**src/rtl/gpio_debounce.sv**
```systemverilog
// APB-programmable per-pin debounce filter: 2-flop sync, then an 8-bit stable-count per pin on a shared prescaled tick.
// Filtered level follows pad by 2 cycles in bypass, 1+max(THRESH,1) ticks when enabled; APB never stalls (PREADY=1).
module gpio_debounce #(
    parameter int APB_ADDR_WIDTH = 12
) (
    input  logic                      HCLK,
    input  logic                      HRESET,
    input  logic [APB_ADDR_WIDTH-1:0] PADDR,
    input  logic [31:0]               PWDATA,
    input  logic                      PWRITE,
    input  logic                      PSEL,
    input  logic                      PENABLE,
    output logic [31:0]               PRDATA,
    output logic                      PREADY,
    output logic                      PSLVERR,
    input  logic [31:0]               pad_in,
    output logic [31:0]               gpio_filt
);

    logic [31:0] sync_q;
    logic [31:0] s;
    logic [31:0] en;
    logic [7:0]  thresh;
    logic [15:0] prescale;
    logic [15:0] prescaler;
    logic [31:0] changed;
    logic [7:0]  cnt [32];

    logic [1:0]  addr;
    logic        wr;
    logic        rd_clr;
    logic        tick;
    logic [7:0]  thresh_eff;
    logic [31:0] filt_nxt;
    logic [7:0]  cnt_nxt [32];
    logic [15:0] prescaler_nxt;
    logic [31:0] changed_nxt;
    logic        unused_bits;

    assign addr        = PADDR[3:2];
    assign wr          = PSEL & PENABLE & PWRITE;
    assign rd_clr      = PSEL & PENABLE & ~PWRITE & (addr == 2'd3);
    assign tick        = (prescaler == prescale);
    assign thresh_eff  = (thresh == 8'd0) ? 8'd1 : thresh;
    assign PREADY      = 1'b1;
    assign PSLVERR     = 1'b0;
    assign unused_bits = ^{PADDR, PWDATA};

    always_comb begin
        PRDATA = 32'd0;
        case (addr)
            2'd0:    PRDATA = en;
            2'd1:    PRDATA = {24'd0, thresh};
            2'd2:    PRDATA = {16'd0, prescale};
            default: PRDATA = changed;
        endcase
    end

    // Counters only advance on ticks; >= lets a lowered THRESH release a pin already past it.
    always_comb begin
        filt_nxt = gpio_filt;
        for (int i = 0; i < 32; i++) begin
            cnt_nxt[i] = cnt[i];
            if (!en[i]) begin
                filt_nxt[i] = s[i];
                cnt_nxt[i]  = 8'd0;
            end else if (s[i] == gpio_filt[i]) begin
                cnt_nxt[i] = 8'd0;
            end else if (tick) begin
                if (({1'b0, cnt[i]} + 9'd1) >= {1'b0, thresh_eff}) begin
                    filt_nxt[i] = s[i];
                    cnt_nxt[i]  = 8'd0;
                end else begin
                    cnt_nxt[i] = cnt[i] + 8'd1;
                end
            end
        end
    end

    always_comb begin
        prescaler_nxt = prescaler + 16'd1;
        if (wr && (addr == 2'd2)) begin
            prescaler_nxt = 16'd0;
        end else if (tick) begin
            prescaler_nxt = 16'd0;
        end
    end

    // A pin changing during the clearing read stays set.
    assign changed_nxt = (rd_clr ? 32'd0 : changed) | (filt_nxt ^ gpio_filt);

    always_ff @(posedge HCLK) begin
        if (HRESET) begin
            sync_q    <= 32'd0;
            s         <= 32'd0;
            en        <= 32'd0;
            thresh    <= 8'h10;
            prescale  <= 16'd0;
            prescaler <= 16'd0;
            changed   <= 32'd0;
            gpio_filt <= 32'd0;
            for (int i = 0; i < 32; i++) begin
                cnt[i] <= 8'd0;
            end
        end else begin
            sync_q    <= pad_in;
            s         <= sync_q;
            prescaler <= prescaler_nxt;
            changed   <= changed_nxt;
            gpio_filt <= filt_nxt;
            for (int i = 0; i < 32; i++) begin
                cnt[i] <= cnt_nxt[i];
            end
            if (wr) begin
                case (addr)
                    2'd0:    en       <= PWDATA;
                    2'd1:    thresh   <= PWDATA[7:0];
                    2'd2:    prescale <= PWDATA[15:0];
                    default: ;
                endcase
            end
        end
    end

endmodule

```
**config.mk**
```make
export PLATFORM = sky130hd
export DESIGN_NAME = gpio_debounce
export DESIGN_NICKNAME = d
export VERILOG_FILES = /design/src/rtl/gpio_debounce.sv
export SDC_FILE = /design/constraint.sdc
export NUM_CORES = 1
export LEC_CHECK = 0
export ABC_AREA = 1
export CORE_ASPECT_RATIO = 1.75
export CORE_MARGIN = 2
export CORE_UTILIZATION = 38
export CTS_CLUSTER_SIZE = 16
export DETAILED_ROUTE_END_ITERATION = 12
export PLACE_DENSITY = 0.59
export SYNTH_ARGS = -nofsm -noshare
export SYNTH_HDL_FRONTEND = slang
export SYNTH_SLANG_ARGS = --single-unit
```
**constraint.sdc**
```tcl
create_clock -name HCLK -period 8.83 [get_ports HCLK]
set_input_delay 2.2075 -clock HCLK [delete_from_list [all_inputs] [get_ports HCLK]]
set_output_delay 2.2075 -clock HCLK [all_outputs]
set_load 0.1 [all_outputs]
```
# [Word level (Yosys, flattened, before mapping)]
# Memories as Yosys holds them, arrays and structs flattened.
# Cells that the tools add are included.
[totals] regBits=200 latch_bits=0 ram_bits=256 mem_bits_ro=0 input_bits=81 out_inout_bits=66 mem_count=1
[classes] n_addsub=65 multipliers=0 div_mod_pow=0 n_lt_le_gt_ge=32 eq_ne=36 shifts=0 muxes=294 bitwise=39 n_reduce_logical=7
[mem_list] memory="cnt" depth=32 width=8 rd=32 rd_clocked_by_memory_dff=0 wr=32 line_no="27" text="logic [7:0] cnt [32];"
[ops] operator="8-bit two-way mux" n=161
[ops] operator="8-bit by 1-bit adder with 9-bit output (second input constant)" n=32
[ops] operator="9-bit by 8-bit greater-or-equal comparator with 1-bit output" n=32
[ops] operator="8-bit by 1-bit adder with 8-bit output (second input constant)" n=32
[ops] operator="1-bit two-way mux" n=131
[ops] operator="32-bit one-hot mux with 3 select lines" n=1
[ops] operator="1-bit == test" n=32
[ops] operator="32-bit two-way mux" n=1
[ops] operator="1-bit OR" n=32
[ops] operator="32-bit OR" n=1
[ops] operator="32-bit XOR" n=1
[ops] operator="16-bit by 1-bit adder with 16-bit output (second input constant)" n=1
[ops] operator="16-bit == test" n=1
[ops] operator="8-bit zero test" n=1
[ops] operator="2-bit AND reduction" n=3
[ops] operator="1-bit bitwise AND" n=4
[ops] operator="2-bit == test (second input constant)" n=2
[ops] operator="3-bit OR reduction" n=1
[ops] operator="2-bit by 1-bit == test with 1-bit output (second input constant)" n=1
[ops] operator="2-bit zero test" n=1
[ops] operator="1-bit logical AND" n=1
[ops] operator="1-bit NOT" n=1

# [Depth between registers and ports, before layout]
# Gate-level depths: netlist (run 1).
[depth] ltp_word=9 depth_mapped=19 ltp_nobuf=18

# [Least setup slack after synthesis (run 1)]
# No wires, ideal clock.
[synth_path] path_kind="input to output" from="input port PADDR[3]" to="output port PRDATA[20]" arrival_time_ns=5.015 required_ns=6.622 path_slack_ns=1.608 stages=4 n_path_buf=1 cell_sequence="nor2_1 inv_1 clkbuf_1 o21ai_0"
[synth_between] elab_chain_len=2 elab_cells_between_ends=4 classes_between="eq/ne: 2; mux: 1; reduce/logical: 1"
[synth_lines] item="start, declared" line_no="8" text="input logic [APB_ADDR_WIDTH-1:0] PADDR,"
[synth_lines] item="2-bit == test (tied with other cells)" line_no="51" text="case (addr)"
[synth_lines] item="32-bit one-hot mux with 3 select lines (*)" line_no="51"
[synth_lines] item="end, declared" line_no="13" text="output logic [31:0] PRDATA,"
# Every way passes the cells marked *; elsewhere a longest branch is shown, timed or not.

# [Worst setup path after layout (run 1)]
[layout_path] from="input port PADDR[2]" to="output port PRDATA[4]"
# The elaborated chain is that of the path after synthesis.

==> metrics, run 1 <==
status=complete, no violations; Worst setup EP type=output port; Vias/cell=roughly 4.9; Final Hold Fails=0; row cnt=133; IO Count=between 100 and 150; required time of the critical path=around 6.6 ns; DR vias=between 20000 and 30000; Residual DRC=0; layout cell share with drive strength beyond 1=under 10%; most frequent cells in the layout=1087 x nand2_1, 699 x nor2_1, 616 x inv_1, 454 x dfxtp_1, 306 x nand3_1; CTS sink cnt=about 460; minimum clock period after layout=~7.3 ns; Congestion Overflow GR=0; final setup vio count=0; Yosys reg bits=approximately 460; number of synthesized flops with an enable pin=0; H-tree depth=2; core footprint=between 70000 and 80000 um^2; placed cell areas=slightly above 30000 um^2; VDD IR-drop max=roughly 190 uV; clock transition at the registers of the reported paths=0.07 ns; Leak=between 15 and 20 nW; antenna cells=0; synthesized area per cell=between 6 and 7 um^2; met3 routed WL=3586 um; M1 wire length=33970 um; clock skew=between 0.02 and 0.025 ns; GRT Overall Usage=20.81%; PostCTS Resize Cnt=0; Max Cap Violations=0; RSZ-0062 raised after global routing=false; DIE AREA=around 78000 um^2; Setup crit start kind=primary input; fin crit share=82.77%; synthesized cell area=between 20000 and 30000 um^2; delay of the slowest critical-path stage=1.17 ns; Max FO, Critical Path=18; final RePlAce weighted congestion=~0.84; Synth Warn #=0; Cells after Synth=around 4500; Max Fclk=~140 MHz; Initial DRT Pass Iterations=7; initial core utilization=between 30% and 40%; root buf cell=clkbuf_16; die span in x=approximately 210 um; r2r worst-path depth=16; metal2 WL=a little over 40000 um; Filler cells=about 8000; min-delay worst type=register to register; Die H=between 300 and 400 um; CTS tree=yes; register area share after synthesis=31.90%; IO buf count=134; Area growth syn-to-layout=13.04%; Top Metal Used=met4; Clock Latency Late Sink=around 0.61 ns; Worst path slowest cell=clkdlybuf4s50_1; DR iter-0 viols=between 1000 and 1500; Max Root-Sink Buffers=3; CP arrival=just over 5 ns; syn nets=4739; setup bufs post-CTS=0; first-pass GRT wire length=130600 um; Slew @ Worst Pin=about 1.1 ns; ANT nets after route=0; Worst Hold Path Cells=2; Synth cell types=47; final hold slack=a little under 0.4 ns; CTS Hold Bufs=0; number of antenna violations at the first check in global routing=0; relative slew slack=28.56%; Final Max Tran Viols=0; DRT Wirelength=~80000 um; hpwl dp=55210 um; main flop type after synthesis=dfxtp_1; final core utilization=43.19%; final-stage net count=around 4800; asr flop ratio synth=0%; CTS buffer count=45; wire per inst=roughly 15 um; Setup TNS=0 ns; critical path, cell by cell=clkdlybuf4s50_1 > nand2_1 > inv_1 > buf_4 > nand2_1 > o2111ai_1 > clkdlybuf4s50_1; largest net degree at the start of global routing=about 190; Power Dens Cells=approximately 170 nW/um^2; number of global-route vias before repair=26050; finished layout cell area=~32000 um^2; most common cell after layout, fill and taps aside=nand2_1; WS Path Type=primary input to output port
## sequential cells by signal, summed over array words and instances (netlist names)
| signal | count |
|---|---|
| gpio_filt | 32 |
| s | 32 |
| prescale | 16 |
| en | 32 |
| sync_q | 32 |
| thresh | 8 |
| cnt | 256 |
| changed | 32 |
| prescaler | 16 |
## power breakdown
part / switching [mW] / leakage (nW) / internal [mW]
combinational: 0.729 / 10.8 / 0.313
clock: 0.917 / 0.831 / 1.30
sequential: 0.0353 / 3.70 / 2.10
total: 1.68 / 15.3 / 3.71
## metrics by stage
stage / total power, mW / cells / setup slack [ns]
6_report: 5.394 / 5520 / 1.522
2_1_floorplan: 2.994 / 4462 / 1.608
5_1_grt: 5.665 / 5520 / 1.404
3_3_place_gp: 3.216 / 5437 / 1.551
4_1_cts: 5.462 / 5520 / 1.490
3_5_place_dp: 3.229 / 5437 / 1.504
## worst paths after layout
check / slack [ns] / start / endpoint
worst min register to register: 0.39 / sync_q[15] / s[15]
worst max-delay path: 1.52 / PADDR[2] / PRDATA[4]
worst max register to register: 5.07 / thresh[6] / cnt[1][16]
worst min-delay path: 0.39 / sync_q[15] / s[15]
## metal layers
layer / up-vias / global-route usage (%)
li1: 14300 / -
met1: 12350 / 24.28
met2: 453 / 38.78
met5: - / 0
met3: 116 / 2.688
met4: 0 / 6.528
## critical path, delay by kind of cell
family                 cells  cell delay (ns)
buffers and inverters      4             2.53
and+or+nand+nor            2             0.25
AOI/OAI and AO/OA          1             0.10
## area by class of cell
class	instances	area, um^2	share of cell area (%)
multi-input combinational	3255	16540	51.13
sequential	456	9131	28.23
inverter	626	2360	7.296
timing repair buffer	155	1456	4.503
clock buffer	58	1286	3.977
tap	945	1182	3.656
clock inverter	25	390.4	1.207
## cells by family after synthesis
| logic type | synth area share [%] |
|---|---|
| mux | 0.03498 |
| fa+ha+maj | 8.571 |
| other cells | 0.02625 |
| simple gates | 35.73 |
| compound gates | 9.852 |
| buf+inv | 10.33 |
| flops | 31.90 |
| xor+xnor | 3.551 |
## synthesized netlist by cell type (all sizes together) (3+ instances only)
cell type,n,area [um^2]
a21boi,23,172.7
a21o,5,37.54
a21oi,240,1201
a31oi,3,18.77
and2,4,25.02
and3,3,18.77
buf,55,342.8
clkbuf,70,262.8
dfxtp,456,9129
ha,196,2452
inv,625,2346
nand2,1088,4086
nand3,313,1602
nand3b,39,296.5
nand4,60,375.4
nor2,702,2643
nor3,145,760.7
o2111ai,7,61.31
o211ai,8,60.06
o21a,5,37.54
o21ai,196,980.9
o21bai,25,187.7
o22ai,3,18.77
or2,61,381.6
xnor2,29,254.0
xor2,87,762.0
Power figures use the tool's default switching activity.
==> inputs of run 2 (changes only) <==
==> constraint.sdc (replaced) <==
create_clock -name HCLK -period 7.4 [get_ports HCLK]
set_input_delay 1.85 -clock HCLK [delete_from_list [all_inputs] [get_ports HCLK]]
set_output_delay 1.85 -clock HCLK [all_outputs]
set_load 0.1 [all_outputs]
==> run 2 against run 1 <==
  * Hold slack better by 0.0049 ns
  * Register-to-register slack worse by 1.5 ns
  * Clock skew is 0.0010 ns higher
  * Global-route usage is 0.10 points lower
  * Critical path type unchanged
  * Largest power group unchanged
  * Highest routed layer unchanged
==> metrics, run 2 (synthesized netlist as in run 1, its figures left out) <==
Vias/cell=4.907 (was 4.932); most frequent cells in the layout=1087 x nand2_1, 699 x nor2_1, 616 x inv_1, 454 x dfxtp_1, 306 x nand3_1 (unchanged); Setup TNS=0 ns (unchanged); delay of the slowest critical-path stage=0.64 ns (was 1.17 ns); row cnt=133 (unchanged); WS Path Type=primary input to output port (unchanged); minimum clock period after layout=between 6 and 7 ns; relative slew slack=27.61% (was 28.56%); Comb power frac=19.1% (was 19.3%); DR iter-0 viols=1193 (was 1427); hold_sp=sync_q[25] (was sync_q[15]); Worst path slowest cell=o21ai_0 (was clkdlybuf4s50_1); layout cell share with drive strength beyond 1=4.936% (was 4.765%); Crit. Startpoint=PADDR[2] (unchanged); slack of the worst reg-to-reg path=3.55 ns (was 5.07 ns); RSZ-0062 raised after global routing=false (unchanged); crit-path most repeated cell=buf_4; FF-to-FF End=cnt[1][16] (unchanged); max FFs per register=256 (unchanged); Residual DRC=0 (unchanged); final setup vio count=0 (unchanged); Initial DRT Pass Iterations=7 (unchanged); r2r worst-path depth=16 (unchanged); final hold slack=0.3986 ns (was 0.3937 ns); number of global-route vias before repair=26280 (was 26050); Setup crit start kind=primary input (unchanged); Cells after DPL=5440 (was 5437); clock transition at the registers of the reported paths=0.07 ns (about the same); non-filler cells, final=5524 (was 5520); Worst setup EP type=output port (unchanged); DIE AREA=77600 um^2 (unchanged); required time of the critical path=5.55 ns (was 6.62 ns); CP arrival=4.25 ns (was 5.10 ns); GRT Overall Usage=20.71% (was 20.81%); min-delay worst type=register to register (unchanged); register share of total power=38.8% (was 39.6%); Clock Latency Late Sink=0.60 ns (was 0.61 ns); Die H=367.0 um (unchanged); Leak=15.39 nW (was 15.34 nW); final-stage net count=4819 (was 4816); initial core utilization=38.21% (unchanged); Max Fclk=between 150 and 200 MHz; ANT nets after route=0 (unchanged); hold endpoint=s[25] (was s[15]); status=complete, no violations (unchanged); largest register by flop count=cnt (unchanged); Worst Hold Path Cells=2 (unchanged); setup bufs post-CTS=0 (unchanged); Area growth syn-to-layout=13.39% (was 13.04%); most common cell after layout, fill and taps aside=nand2_1 (unchanged); CTS buffer count=45 (unchanged); Slew @ Worst Pin=1.082 ns (was 1.068 ns); final RePlAce weighted congestion=0.7993 (was 0.8424); Final Hold Fails=0 (unchanged); Worst Path Buf+Inv=4 (unchanged); hpwl dp=55270 um (was 55210 um); PostCTS Resize Cnt=0 (unchanged); Max FO, Critical Path=26 (was 18); Filler cells=7951 (was 8026); die span in x=211.4 um (unchanged); first-pass GRT wire length=130000 um (was 130600 um); CTS sink cnt=456 (unchanged); Congestion Overflow GR=0 (unchanged); DR vias=27110 (was 27220); clock skew=0.02551 ns (was 0.02446 ns); Tot Pwr=6.561 mW (was 5.394 mW); Final Max Tran Viols=0 (unchanged); fin crit share=82.47%; Psw=2.010 mW (was 1.681 mW); wire per inst=14.54 um (was 14.56 um); Power Dens Cells=202.2 nW/um^2 (was 166.8 nW/um^2); root buf cell=clkbuf_16 (unchanged); IO buf count=134 (unchanged); number of antenna violations at the first check in global routing=0 (unchanged); largest net degree at the start of global routing=186 (unchanged); WP depth=6 (was 7); Clk network pwr share=42.1% (was 41.1%); Top delay family on crit path=buffers and inverters (unchanged); Int Pwr=4.551 mW (was 3.713 mW); core footprint=74880 um^2 (unchanged); Max Root-Sink Buffers=3 (unchanged); H-tree depth=2 (unchanged); antenna cells=0 (unchanged); switching share of power=30.64% (was 31.17%); R2R Path Start=thresh[7] (was thresh[6]); Max Cap Violations=0 (unchanged); IO Count=147 (unchanged); CTS tree=yes (unchanged); CTS Hold Bufs=0 (unchanged); critical path, cell by cell=clkdlybuf4s50_1 > nor2_1 > inv_1 > buf_4 > o21ai_0 > buf_4 (was clkdlybuf4s50_1 > nand2_1 > inv_1 > buf_4 > nand2_1 > o2111ai_1 > clkdlybuf4s50_1); VDD IR-drop max=234.7 uV (was 186.2 uV); DRT Wirelength=80290 um (was 80370 um)
-- run 2: layer usage --
| layer | vias to the layer above | wire [um] | share of wire (%) | track usage [%] |
|---|---|---|---|---|
| li1 | 14300 | - | - | - |
| met1 | 12280 | 34540 | 43 | 23.70 |
| met2 | 416 | 40680 | 51 | 39.22 |
| met3 | 114 | 2912 | 3.6 | 2.543 |
| met4 | 0 | 2166 | 2.7 | 6.555 |
| met5 | - | 0 | 0 | 0 |
-- run 2: worst min-delay path, cell delays in order, from the launching register on --
cell     delay, ns
dfxtp_1       0.30
inv_1         0.04
nor2_1        0.03
-- run 2: worst max-delay path by stage --
stage	endpoint	slack, ns
after floorplan	PRDATA[20]	0.89
after global placement	PRDATA[22]	1.28
after detailed placement	PRDATA[22]	1.30
after CTS	PRDATA[22]	1.30
after global routing	PRDATA[22]	1.18
final	PRDATA[22]	1.30
-- run 2: stage by stage --
step           area, um^2  worst slack [ns]  util (%)
3_3_place_gp        30690             1.284     40.98
6_report            32450             1.298     43.33
4_1_cts             32450             1.296     43.33
2_1_floorplan       28610            0.8929         -
3_5_place_dp        30690             1.298     40.98
5_1_grt             32450             1.182     43.33
-- run 2: power by group through the flow --
stage | registers (mW) | clock network (mW) | logic, mW
2_1_floorplan | 2.63 | 0 | 0.941
3_3_place_gp | 2.60 | 0 | 1.25
3_5_place_dp | 2.60 | 0 | 1.26
4_1_cts | 2.54 | 2.82 | 1.26
5_1_grt | 2.55 | 2.90 | 1.43
6_report | 2.54 | 2.76 | 1.25
-- run 2: final cells by class --
class	count	area (um^2)	area share [%]
clock buffer	61	1308	4.030
clock inverter	23	450.4	1.388
inverter	626	2360	7.273
multi-input combinational	3255	16540	50.97
sequential	456	9131	28.14
tap	945	1182	3.644
timing repair buffer	158	1476	4.550
==> inputs of run 3 (changes only) <==
==> constraint.sdc (replaced) <==
create_clock -name HCLK -period 5.7 [get_ports HCLK]
set_input_delay 1.425 -clock HCLK [delete_from_list [all_inputs] [get_ports HCLK]]
set_output_delay 1.425 -clock HCLK [all_outputs]
set_load 0.1 [all_outputs]
==> run 3 against run 2 <==
  * Via count is 0.76% higher
  * Count of clock-buffer cells in the layout shrank 8
  * Critical path depth unchanged
  * Register-to-register slack got worse by 1.4 ns
  * Clock power rose by 18%
  * Setup slack got worse by 0.76 ns
  * Global-route usage increased by 0.12 points
  * Highest routed layer unchanged
==> metrics, run 3 (synthesized netlist as in run 1, its figures left out) <==
final RePlAce weighted congestion=0.8710 (was 0.7993); Cells after DPL=5446 (was 5440); Max Root-Sink Buffers=3 (unchanged); r2r worst-path depth=14 (was 16); most common cell after layout, fill and taps aside=nand2_1 (unchanged); final setup vio count=0 (unchanged); Filler cells=7976 (was 7951); most frequent cells in the layout=1087 x nand2_1, 699 x nor2_1, 616 x inv_1, 454 x dfxtp_1, 306 x nand3_1 (unchanged); Final Hold Fails=0 (unchanged); Setup TNS=0 ns (unchanged); area of the multi-input gates=16540 um^2 (unchanged); DR vias=27310 (was 27110); Vias/cell=4.943 (was 4.907); H-tree depth=2 (unchanged); setup bufs post-CTS=0 (unchanged); Worst path slowest cell=nor2_1 (was o21ai_0); CTS sink cnt=456 (unchanged); PostCTS Resize Cnt=0 (unchanged); core footprint=74880 um^2 (unchanged); DRT Wirelength=80990 um (was 80290 um); Slew @ Worst Pin=1.060 ns (was 1.082 ns); placed cell areas=31130 um^2 (was 30690 um^2); Initial DRT Pass Iterations=7 (unchanged); status=complete, no violations (unchanged); first-pass GRT wire length=130700 um (was 130000 um); Congestion Overflow GR=0 (unchanged); Max Cap Violations=0 (unchanged); number of global-route vias before repair=26100 (was 26280); R2R Path Start=thresh[6] (was thresh[7]); slack of the worst reg-to-reg path=2.18 ns (was 3.55 ns); IO buf count=134 (unchanged); Setup crit start kind=primary input (unchanged); DR iter-0 viols=1339 (was 1193); Max FO, Critical Path=13 (was 26); fin crit share=about nine tenths; number of antenna violations at the first check in global routing=0 (unchanged); GRT Overall Usage=20.83% (was 20.71%); RSZ-0062 raised after global routing=false (unchanged); Worst Setup EP=PRDATA[19] (was PRDATA[22]); FF/Latch Area=9131 um^2 (unchanged); min-delay worst type=register to register (unchanged); Worst Hold Path Cells=2 (unchanged); CTS Hold Bufs=0 (unchanged); Post-Place Worst Slack=0.5797 ns (was 1.298 ns); Worst setup EP type=output port (unchanged); Power Dens Cells=252.4 nW/um^2 (was 202.2 nW/um^2); Area growth syn-to-layout=14.25% (was 13.39%); IO Count=147 (unchanged); initial core utilization=38.21% (unchanged); FF-to-FF End=cnt[1][58] (was cnt[1][16]); required time of the critical path=4.28 ns (was 5.55 ns); row cnt=133 (unchanged); Leak=15.41 nW (was 15.39 nW); Final Max Tran Viols=0 (unchanged); wire per inst=14.66 um (was 14.54 um); largest register by flop count=cnt (unchanged); hpwl dp=56430 um (was 55270 um); WP depth=6 (unchanged); relative slew slack=29.11% (was 27.61%); max FFs per register=256 (unchanged); CP arrival=3.73 ns (was 4.25 ns); final core utilization=43.65% (was 43.33%); DIE AREA=77600 um^2 (unchanged); VDD IR-drop max=254.1 uV (was 234.7 uV); finished layout cell area=32690 um^2 (was 32450 um^2); PnR worst setup slack=0.5418 ns (was 1.298 ns); Max Fclk=between 150 and 200 MHz; root buf cell=clkbuf_16 (unchanged); Crit. Startpoint=PADDR[2] (unchanged); minimum clock period after layout=~5.2 ns; clock transition at the registers of the reported paths=0.06 ns (was 0.07 ns); die span in x=211.4 um (unchanged); Top delay family on crit path=buffers and inverters (unchanged); Clock Latency Late Sink=0.58 ns (was 0.60 ns); critical path, cell by cell=clkdlybuf4s50_1 > nor2_1 > inv_1 > buf_4 > o21ai_0 > buf_12 (was clkdlybuf4s50_1 > nor2_1 > inv_1 > buf_4 > o21ai_0 > buf_4); CTS buffer count=45 (unchanged); CTS tree=yes (unchanged); ANT nets after route=0 (unchanged); largest net degree at the start of global routing=179 (was 186); final-stage net count=4825 (was 4819); Residual DRC=0 (unchanged); Tot Pwr=8.251 mW (was 6.561 mW); clock skew=0.01412 ns (was 0.02551 ns); antenna cells=0 (unchanged); WS Path Type=primary input to output port (unchanged); final hold slack=0.3928 ns (was 0.3986 ns); Die H=367.0 um (unchanged); layout cell share with drive strength beyond 1=4.955% (was 4.936%); delay of the slowest critical-path stage=0.50 ns (was 0.64 ns); Worst Path Buf+Inv=4 (unchanged); non-filler cells, final=5526 (was 5524)
==> run 3: layer usage <==
metal | GRT usage, % | up-vias | wire (um) | share of wire (%)
met1 | 24.38 | 12400 | 34320 | 42
li1 | - | 14320 | - | -
met2 | 38.66 | 466 | 40590 | 50
met4 | 6.771 | 0 | 2477 | 3.1
met5 | 0 | - | 0 | 0
met3 | 2.637 | 121 | 3598 | 4.4
==> run 3: cell type report <==
type                            count  area share [%]
Sequential cell                   456           27.93
Multi-Input combinational cell   3255           50.59
Clock inverter                     27           1.164
Clock buffer                       53           3.598
Tap cell                          945           3.617
Timing Repair Buffer              164           5.879
Inverter                          626           7.219
==> run 3: worst reg2reg max path: stages (launching register included) <==
cell and delay (ns):
dfxtp_2 0.32, buf_4 0.52, inv_2 0.08, a41o_2 0.51, buf_4 0.36, ha_1 0.33
nand2_1 0.07, inv_1 0.03, nand4_1 0.08, nor2_1 0.05, nand3_1 0.07, nand3_1 0.16
nand2_1 0.17, nand3_1 0.40, nor3_1 0.27
==> run 3: where the power goes <==
group	internal [mW]	leakage, nW	switching [mW]
registers	3.25	3.70	0.0559
logic	0.527	11.0	1.15
clock network	1.89	0.756	1.38
==> run 3: worst min-delay path by stage <==
stage	endpoint	slack [ns]	start
after floorplan	s[0]	0.39	sync_q[0]
after global placement	s[31]	0.39	sync_q[31]
after detailed placement	s[3]	0.39	sync_q[3]
after CTS	s[30]	0.40	sync_q[30]
final	s[30]	0.39	sync_q[30]
after global routing	s[30]	0.41	sync_q[30]
